$ cat config.mk
export PLATFORM = sky130hd
export DESIGN_NAME = hps_peak_search
export DESIGN_NICKNAME = d
export VERILOG_FILES = /design/src/rtl/hps_peak_search.sv
export SDC_FILE = /design/constraint.sdc
export NUM_CORES = 2
export LEC_CHECK = 0
export ABC_AREA = 0
export BUFFER_PORTS_ARGS = -buffer_cell sky130_fd_sc_hd__buf_2
export CAP_MARGIN = 10
export CORE_MARGIN = 4
export CORE_UTILIZATION = 55
export CTS_BUF_LIST = sky130_fd_sc_hd__clkbuf_2
export DETAILED_ROUTE_END_ITERATION = 10
export PLACE_DENSITY = 0.72
export SYNTH_ARGS = -nofsm -noshare
export SYNTH_HDL_FRONTEND = slang
export SYNTH_SLANG_ARGS = --single-unit
$ cat constraint.sdc
create_clock -name clock -period 8.15 [get_ports clock]
set_clock_uncertainty 0.15 [all_clocks]
set_input_delay 0.815 -clock clock [delete_from_list [all_inputs] [get_ports clock]]
set_output_delay 0.815 -clock clock [all_outputs]
set_load 0.05 [all_outputs]
$ cat src/rtl/hps_peak_search.sv
// rtl/hps_peak_search.sv - harmonic-product-spectrum peak search over base bins
module hps_peak_search #(
    parameter int HARMONICS  = 3,
    parameter int ADDR_WIDTH = 12,
    parameter int MAG_WIDTH  = 16,
    parameter int NUM_BINS   = 1024
) (
    input  logic                            clock,
    input  logic                            reset_n,
    input  logic [ADDR_WIDTH-1:0]           base_bin,
    input  logic                            frame_start,
    output logic [ADDR_WIDTH-1:0]           mag_addr,
    output logic                            mag_rd_en,
    input  logic [MAG_WIDTH-1:0]            mag_rdata,
    output logic [ADDR_WIDTH-1:0]           peak_bin,
    output logic [MAG_WIDTH*HARMONICS-1:0]  peak_mag,
    output logic                            peak_valid,
    output logic                            busy,
    output logic                            overrun
);

    localparam int PROD_WIDTH = MAG_WIDTH * HARMONICS;
    localparam int AW2        = ADDR_WIDTH + 2;
    localparam int HW         = $clog2(HARMONICS + 2);
    localparam logic [AW2-1:0]        NUM_BINS_W = AW2'(NUM_BINS);
    localparam logic [ADDR_WIDTH-1:0] LAST_BIN   = ADDR_WIDTH'((NUM_BINS - 1) / HARMONICS);
    localparam logic [HW-1:0]         H_LAST     = HW'(HARMONICS);

    typedef enum logic [1:0] {
        S_IDLE = 2'd0,
        S_READ = 2'd1,
        S_WAIT = 2'd2,
        S_CMP  = 2'd3
    } state_t;

    state_t                  state_q;
    logic [ADDR_WIDTH-1:0]   last_bin_q;
    logic [ADDR_WIDTH-1:0]   k_q;
    logic [AW2-1:0]          addr_acc_q;
    logic [HW-1:0]           h_q;
    logic [PROD_WIDTH-1:0]   product_q;
    logic [PROD_WIDTH-1:0]   run_max_q;
    logic [ADDR_WIDTH-1:0]   run_bin_q;
    logic [ADDR_WIDTH-1:0]   mag_addr_q;
    logic                    mag_rd_en_q;
    logic [ADDR_WIDTH-1:0]   peak_bin_q;
    logic [PROD_WIDTH-1:0]   peak_mag_q;
    logic                    peak_valid_q;
    logic                    busy_q;
    logic                    overrun_q;

    logic                    change;
    logic                    base_in_range;
    logic [AW2-1:0]          addr_next_d;
    logic                    next_in_range;
    logic [PROD_WIDTH-1:0]   product_d;
    logic [PROD_WIDTH-1:0]   run_max_d;
    logic [ADDR_WIDTH-1:0]   run_bin_d;

    // Change detect, next harmonic address, harmonic multiply and max selection.
    always_comb begin
        change        = (base_bin != last_bin_q);
        base_in_range = ({2'b00, base_bin} < NUM_BINS_W);
        addr_next_d   = addr_acc_q + {2'b00, k_q};
        next_in_range = (addr_next_d < NUM_BINS_W);
        // Out-of-range harmonics zero the product regardless of what the RAM returns.
        product_d     = (addr_acc_q < NUM_BINS_W) ? product_q * mag_rdata : '0;
        run_max_d     = run_max_q;
        run_bin_d     = run_bin_q;
        if (product_q > run_max_q) begin
            run_max_d = product_q;
            run_bin_d = k_q;
        end
    end

    // Peak-search FSM with all outputs registered.
    always_ff @(posedge clock or negedge reset_n) begin
        if (!reset_n) begin
            state_q      <= S_IDLE;
            last_bin_q   <= '0;
            k_q          <= '0;
            addr_acc_q   <= '0;
            h_q          <= '0;
            product_q    <= '0;
            run_max_q    <= '0;
            run_bin_q    <= '0;
            mag_addr_q   <= '0;
            mag_rd_en_q  <= 1'b0;
            peak_bin_q   <= '0;
            peak_mag_q   <= '0;
            peak_valid_q <= 1'b0;
            busy_q       <= 1'b0;
            overrun_q    <= 1'b0;
        end else begin
            last_bin_q   <= base_bin;
            peak_valid_q <= 1'b0;
            mag_rd_en_q  <= 1'b0;
            overrun_q    <= change && (state_q != S_IDLE);
            if (frame_start && (state_q != S_CMP)) begin
                run_max_q <= '0;
                run_bin_q <= '0;
            end
            case (state_q)
                S_IDLE: begin
                    if (change && (base_bin != '0)) begin
                        k_q         <= base_bin;
                        addr_acc_q  <= {2'b00, base_bin};
                        h_q         <= HW'(1);
                        product_q   <= PROD_WIDTH'(1);
                        mag_addr_q  <= base_bin;
                        mag_rd_en_q <= base_in_range;
                        busy_q      <= 1'b1;
                        state_q     <= S_READ;
                    end
                end
                S_READ: begin
                    state_q <= S_WAIT;
                end
                S_WAIT: begin
                    product_q  <= product_d;
                    addr_acc_q <= addr_next_d;
                    h_q        <= h_q + HW'(1);
                    if (h_q == H_LAST) begin
                        state_q <= S_CMP;
                    end else begin
                        mag_addr_q  <= addr_next_d[ADDR_WIDTH-1:0];
                        mag_rd_en_q <= next_in_range;
                        state_q     <= S_READ;
                    end
                end
                S_CMP: begin
                    busy_q  <= 1'b0;
                    state_q <= S_IDLE;
                    if (k_q == LAST_BIN) begin
                        peak_bin_q   <= run_bin_d;
                        peak_mag_q   <= run_max_d;
                        peak_valid_q <= 1'b1;
                        run_max_q    <= '0;
                        run_bin_q    <= '0;
                    end else if (frame_start) begin
                        run_max_q <= '0;
                        run_bin_q <= '0;
                    end else begin
                        run_max_q <= run_max_d;
                        run_bin_q <= run_bin_d;
                    end
                end
                default: state_q <= S_IDLE;
            endcase
        end
    end

    assign mag_addr   = mag_addr_q;
    assign mag_rd_en  = mag_rd_en_q;
    assign peak_bin   = peak_bin_q;
    assign peak_mag   = peak_mag_q;
    assign peak_valid = peak_valid_q;
    assign busy       = busy_q;
    assign overrun    = overrun_q;

endmodule

# Yosys cells after proc, flatten, opt, wreduce, memory -nomap -nowiden
# Index checks and enable logic that the tools add are counted.
# totals
word_cells	75
regBits	227
in_bits	31
# classes
n_addsub	2
n_mul	1
muxes	30
n_eq_ne	9
n_lt_le_gt_ge	4
n_reduce_logical	14
# ops
operator	count
$mux 48	7
$pmux 48 s2	1
$mux 12	7
$gt 48x48->1	1
$mul 48x16->48	1
$lt 14x11->1 const B	2
$pmux 14 s2	1
$pmux 12 s2	1
$add 14x12->14	1
$mux 14	1
$eq 12x9->1 const B	1
$lt 12x11->1 const B	1
$ne 12x12->1	1
$reduce_bool 12->1	1
$pmux 2 s4	1
$reduce_and 2->1	4
$reduce_bool 2->1	4
$ne 2x2->1 const B	3
$pmux 3 s2	1
$mux 1	5
$eq 2x2->1 const B	2
$mux 2	2
$pmux 1 s2	2
$add 3x1->3 const B	1
other kinds (6)	8

# Longest topological paths before layout
# depth
depth_word	5
depth_mapped	25
ltp_nobuf	22

# Least setup slack after synthesis
# No wires, ideal clock.
# synth_timing
kind	input to register
startpoint	input port mag_rdata[1]
endpoint	register product_q[47]
setup_ns	0.095
arrival_time_ns	6.667
cell_stages	23
setup_slack_ns	1.238
cell_sequence	clkbuf_1 > clkbuf_1 > nand2_1 > fa_1 > inv_1 > fa_1 > inv_1 > fa_1 > inv_1 > fa_1 > fa_1 > inv_1 > fa_1 > inv_1 > ha_1 > a21o_1 > a21o_1 > a21o_1 > a21o_1 > a2111oi_0 > a211oi_1 > o21a_1 > o31ai_1
# synth_between
elab_chain_cells	3
# synth_rtl
element	line	rtl
from (decl)	14	input logic [MAG_WIDTH-1:0] mag_rdata,
$mul 48x16->48	67	product_d = (addr_acc_q < NUM_BINS_W) ? product_q * mag_rdata : '0;
$mux 48	67	
$pmux 48 s2	103	case (state_q)
to (signal assigned)	120	product_q <= product_d;
to (decl)	41	logic [PROD_WIDTH-1:0] product_q;
# No other way between the ends.
# A chain may end at the register's enable or synchronous reset.

# Final worst setup path
# layout_timing
startpoint	register product_q[11]
endpoint	register product_q[43]
# layout_between
elab_chain_cells	3
# layout_rtl
element	line
$mul 48x16->48	67
$mux 48	67
$pmux 48 s2	103
# No other way between the ends.

==> impl_metrics.csv <==
group,metric,value,unit
drt,drc_errors,0,
floorplanning,start_util,55.44,%
timing,maxSlewHeadroom,21.99,%
final_layout,final_nets,4230,
global_routing,grt_pass1_vias,26100,
timing,maxSlewViolCount,0,
floorplanning,dieHeight,246.2,µm
global_routing,antenna_found_initial,1,
final_layout,register_area,0.005680,mm²
final_layout,syn_to_final_growth,4.832,%
floorplanning,std_cell_rows,87,
global_routing,grt_pass1_wl,139000,µm
timing,max_freq,141.2,MHz
global_routing,grt_use_total,28.40,%
logic_synthesis,yosysSeqAreaShare,18.21,%
setup_path,cp.arrival,7720,ps
timing,setup_ws,1065,ps
setup_path,cp-end-kind,"register",
pwr,vdd_drop_max,1.559,mV
timing,hold_slack,351.3,ps
place,dp_slack,416.7,ps
place,io_buffers,106,
clock_tree,insertion_delay,910,ps
job,cap_viol_max_count,0,
final_layout,fin_util,58.12,%
logic_synthesis,synthTopCellsByCount,"inv_1, nand2_1, fa_1",
worst_hold_path,hold_path.startpoint,"addr_acc_q[4]$_DFFE_PN0P_",
setup_path,crit_required,8780,ps
timing,post-route-period-util,86.93,%
logic_synthesis,yosysMostFrequentCell,"inv_1",
setup_path,path_buf_inv,3,
clock_tree,cts_inserted_buffers,58,
setup_path,r2r-end,"product_q[43]$_DFFE_PN0P_",
logic_synthesis,yosysTopAreaCellShare,33.94,%
global_routing,met2_usage,48.07,%
clock_tree,clkTransAtPathRegs,110,ps
logic_synthesis,netlist_top_cells_area,"fa_1, dfrtp_1, inv_1",
final_layout,drive_above_1_share,7.295,%
pwr,p_clk_share,6.8,%
setup_path,critical_path.max_fanout,20,
clock_tree,cts-resized-gates,0,
global_routing,overflow,0,
timing,setup_viol,0,
timing,setup_tns,0,ps
pwr,pwr-share-comb,78.7,%
logic_synthesis,synth_seq_cells,227,
pwr,p_total,11.44,mW
place,post-dp-hpwl,60710,µm
floorplanning,fp.dieW,246.2,µm
drt,ant_nets,0,
floorplanning,core_area,0.05628,mm²
logic_synthesis,ys.flop_type,"dfrtp_1",
worst_hold_path,whs_path_depth,2,
logic_synthesis,yosysUniqueCellTypes,64,
place,place_congestion,0.9308,
logic_synthesis,yosys_warnings,0,
clock_tree,cts_root_buf,"clkbuf_2",
floorplanning,pin_count,107,
drt,vias_per_cell,5.741,
setup_path,path_class,"register to register",
setup_path,crit_chain,"nand2_1, fa_1, fa_1, fa_1, inv_1, fa_1, fa_1, inv_1, fa_1, inv_1, ha_1, and3_1, a31oi_1, o21ai_0, o2111ai_1, nand3_1, nand4_1, a211oi_1, or3_1, a32o_1",
outcome,status,"finished, final reports clean",
global_routing,met3_usage,3.755,%
pwr,pwr-share-seq,14.4,%
final_layout,multi_input_area,0.02229,mm²
setup_path,slowest_delay,980,ps
pwr,power.switching,7.679,mW
logic_synthesis,synth.avg_cell_area,8.772,µm²
clock_tree,clock-sinks,227,
logic_synthesis,syn-cell-area,0.03120,mm²
clock_tree,cts_buffer_depth,3,
clock_tree,cts_tree,"yes",
timing,finalHoldViolCount,0,
drt,wirelength,82770,µm
global_routing,busiest_layer,"met2",
final_layout,nFillCells,5054,
logic_synthesis,syn-num-nets,4260,
drt,first_pass_iters,5,
pwr,intPower,3.757,mW
drt,wl_per_cell,19.15,µm
setup_path,r2r_slack,1070,ps
logic_synthesis,synthCells,3557,
floorplanning,dieArea,0.06061,mm²
pwr,swShare,67.15,%
drt,vias,24810,
drt,drtIter0Drc,1812,
pwr,p_leak,15.80,nW
timing,grt_setup_unrepaired,"false",
setup_path,worstSetupStartpointType,"register",
setup_path,cpLargestDelayFamily,"adder cells",
setup_path,r2r-start,"product_q[11]$_DFFE_PN0P_",
setup_path,r2r_cells,20,
timing,worst_pin_slew,1168,ps
clock_tree,htreeDepth,2,
setup_path,cp_common_cell,"fa_1",
worst_hold_path,min_path_type,"register to register",
setup_path,slowest_stage,"dfrtp_1",
logic_synthesis,synth_edf_count,0,
global_routing,met1_usage,39.18,%
logic_synthesis,async_flop_share,100.0,%
worst_hold_path,min_delay_worst_endpoint,"addr_acc_q[4]$_DFFE_PN0P_",
timing,period_minus_slack,7085,ps
logic_synthesis,post-synth-top-area-cell,"fa_1",
global_routing,grt_max_degree,108,
pwr,pwr_density_cell,349.6,mW/mm²
[sequential cells by signal, summed over array words and instances (netlist names)]
| signal | count |
|---|---|
| addr_acc_q | 14 |
| busy | 1 |
| h_q | 3 |
| k_q | 12 |
| last_bin_q | 12 |
| mag_addr | 12 |
| mag_rd_en | 1 |
| overrun | 1 |
| peak_bin | 12 |
| peak_mag | 48 |
| peak_valid | 1 |
| product_q | 48 |
| run_bin_q | 12 |
| run_max_q | 48 |
| state_q | 2 |
[cell type report]
type / count / area share, %
inverter: 617 / 7.084
timing repair buffer: 160 / 2.991
multi-input combinational: 2463 / 68.13
tap: 756 / 2.892
clock buffer: 75 / 1.148
clock inverter: 22 / 0.3710
sequential: 227 / 17.37
antenna: 2 / 0.01530
[power groups by stage]
stage                     combinational [mW]  sequential, mW  clock (mW)
final                                   9.01            1.65       0.781
after global routing                    9.68            1.66       0.865
after CTS                               8.91            1.64       0.795
after detailed placement                8.87            1.66           0
after global placement                  8.84            1.66           0
after floorplan                         6.64            1.56           0
[what timing repair did]
item	CTS	global route
endpoints found under the hold margin	117	0
setup buffers	0	0
hold buffers	13	0
[tightest hold or removal path, cell delays in order (launching register included)]
cell and delay [ps]:
dfrtp_1 370, nand2_1 50, o21ai_0 60
[logic make-up (layout without fill, tap and decap cells)]
| logic type | count (synthesis) | in the layout | synth area share (%) |
|---|---|---|---|
| xor gates and xnor gates | 87 | 87 | 2.442 |
| muxes | 19 | 19 | 0.6737 |
| buffers and inverters | 867 | 874 | 10.51 |
| AOI/OAI and AO/OA | 524 | 524 | 11.08 |
| and+or+nand+nor | 1161 | 1161 | 17.42 |
| DFF | 227 | 227 | 18.21 |
| adders and majority gates | 672 | 672 | 39.67 |
| other | 0 | 2 | 0 |
[cells in the final DEF, fill, tap and decap left out, types with 54 or more instances in the layout]
cell type and instances:
a41oi_1 54, buf_2 105, o21ai_0 124, nor2_1 168, fa_1 529, nand2_1 536, dfrtp_1 227, clkbuf_2 75
xnor2_1 58, inv_1 616, a21oi_1 85, o31ai_1 68, a31oi_1 58, nand2b_1 65, ha_1 143, nand3_1 69
and2_1 229
[how the worst max path moves through the flow]
stage                                    from                        end  cells past startpoint
detailed placement               mag_rdata[1]  product_q[43]$_DFFE_PN0P_                     21
finish              product_q[11]$_DFFE_PN0P_  product_q[43]$_DFFE_PN0P_                     20
floorplan                        mag_rdata[1]  product_q[47]$_DFFE_PN0P_                     23
CTS                 product_q[11]$_DFFE_PN0P_  product_q[43]$_DFFE_PN0P_                     20
global route        product_q[29]$_DFFE_PN0P_  product_q[47]$_DFFE_PN0P_                     21
global placement                 mag_rdata[1]  product_q[43]$_DFFE_PN0P_                     21
[per-layer routing]
| layer | routed length, µm | share of wire, % |
|---|---|---|
| met3 | 5365 | 6.5 |
| met4 | 2089 | 2.5 |
| met2 | 40850 | 49 |
| met1 | 34460 | 42 |
| met5 | 0 | 0 |
[stage by stage]
stage / area [µm²] / std cells
final: 32710 / 4322
after detailed placement: 32080 / 4210
after global placement: 32080 / 4210
after floorplan: 31200 / 3557
after global routing: 32710 / 4321
after CTS: 32710 / 4320
(Power assumes the default switching activity.)
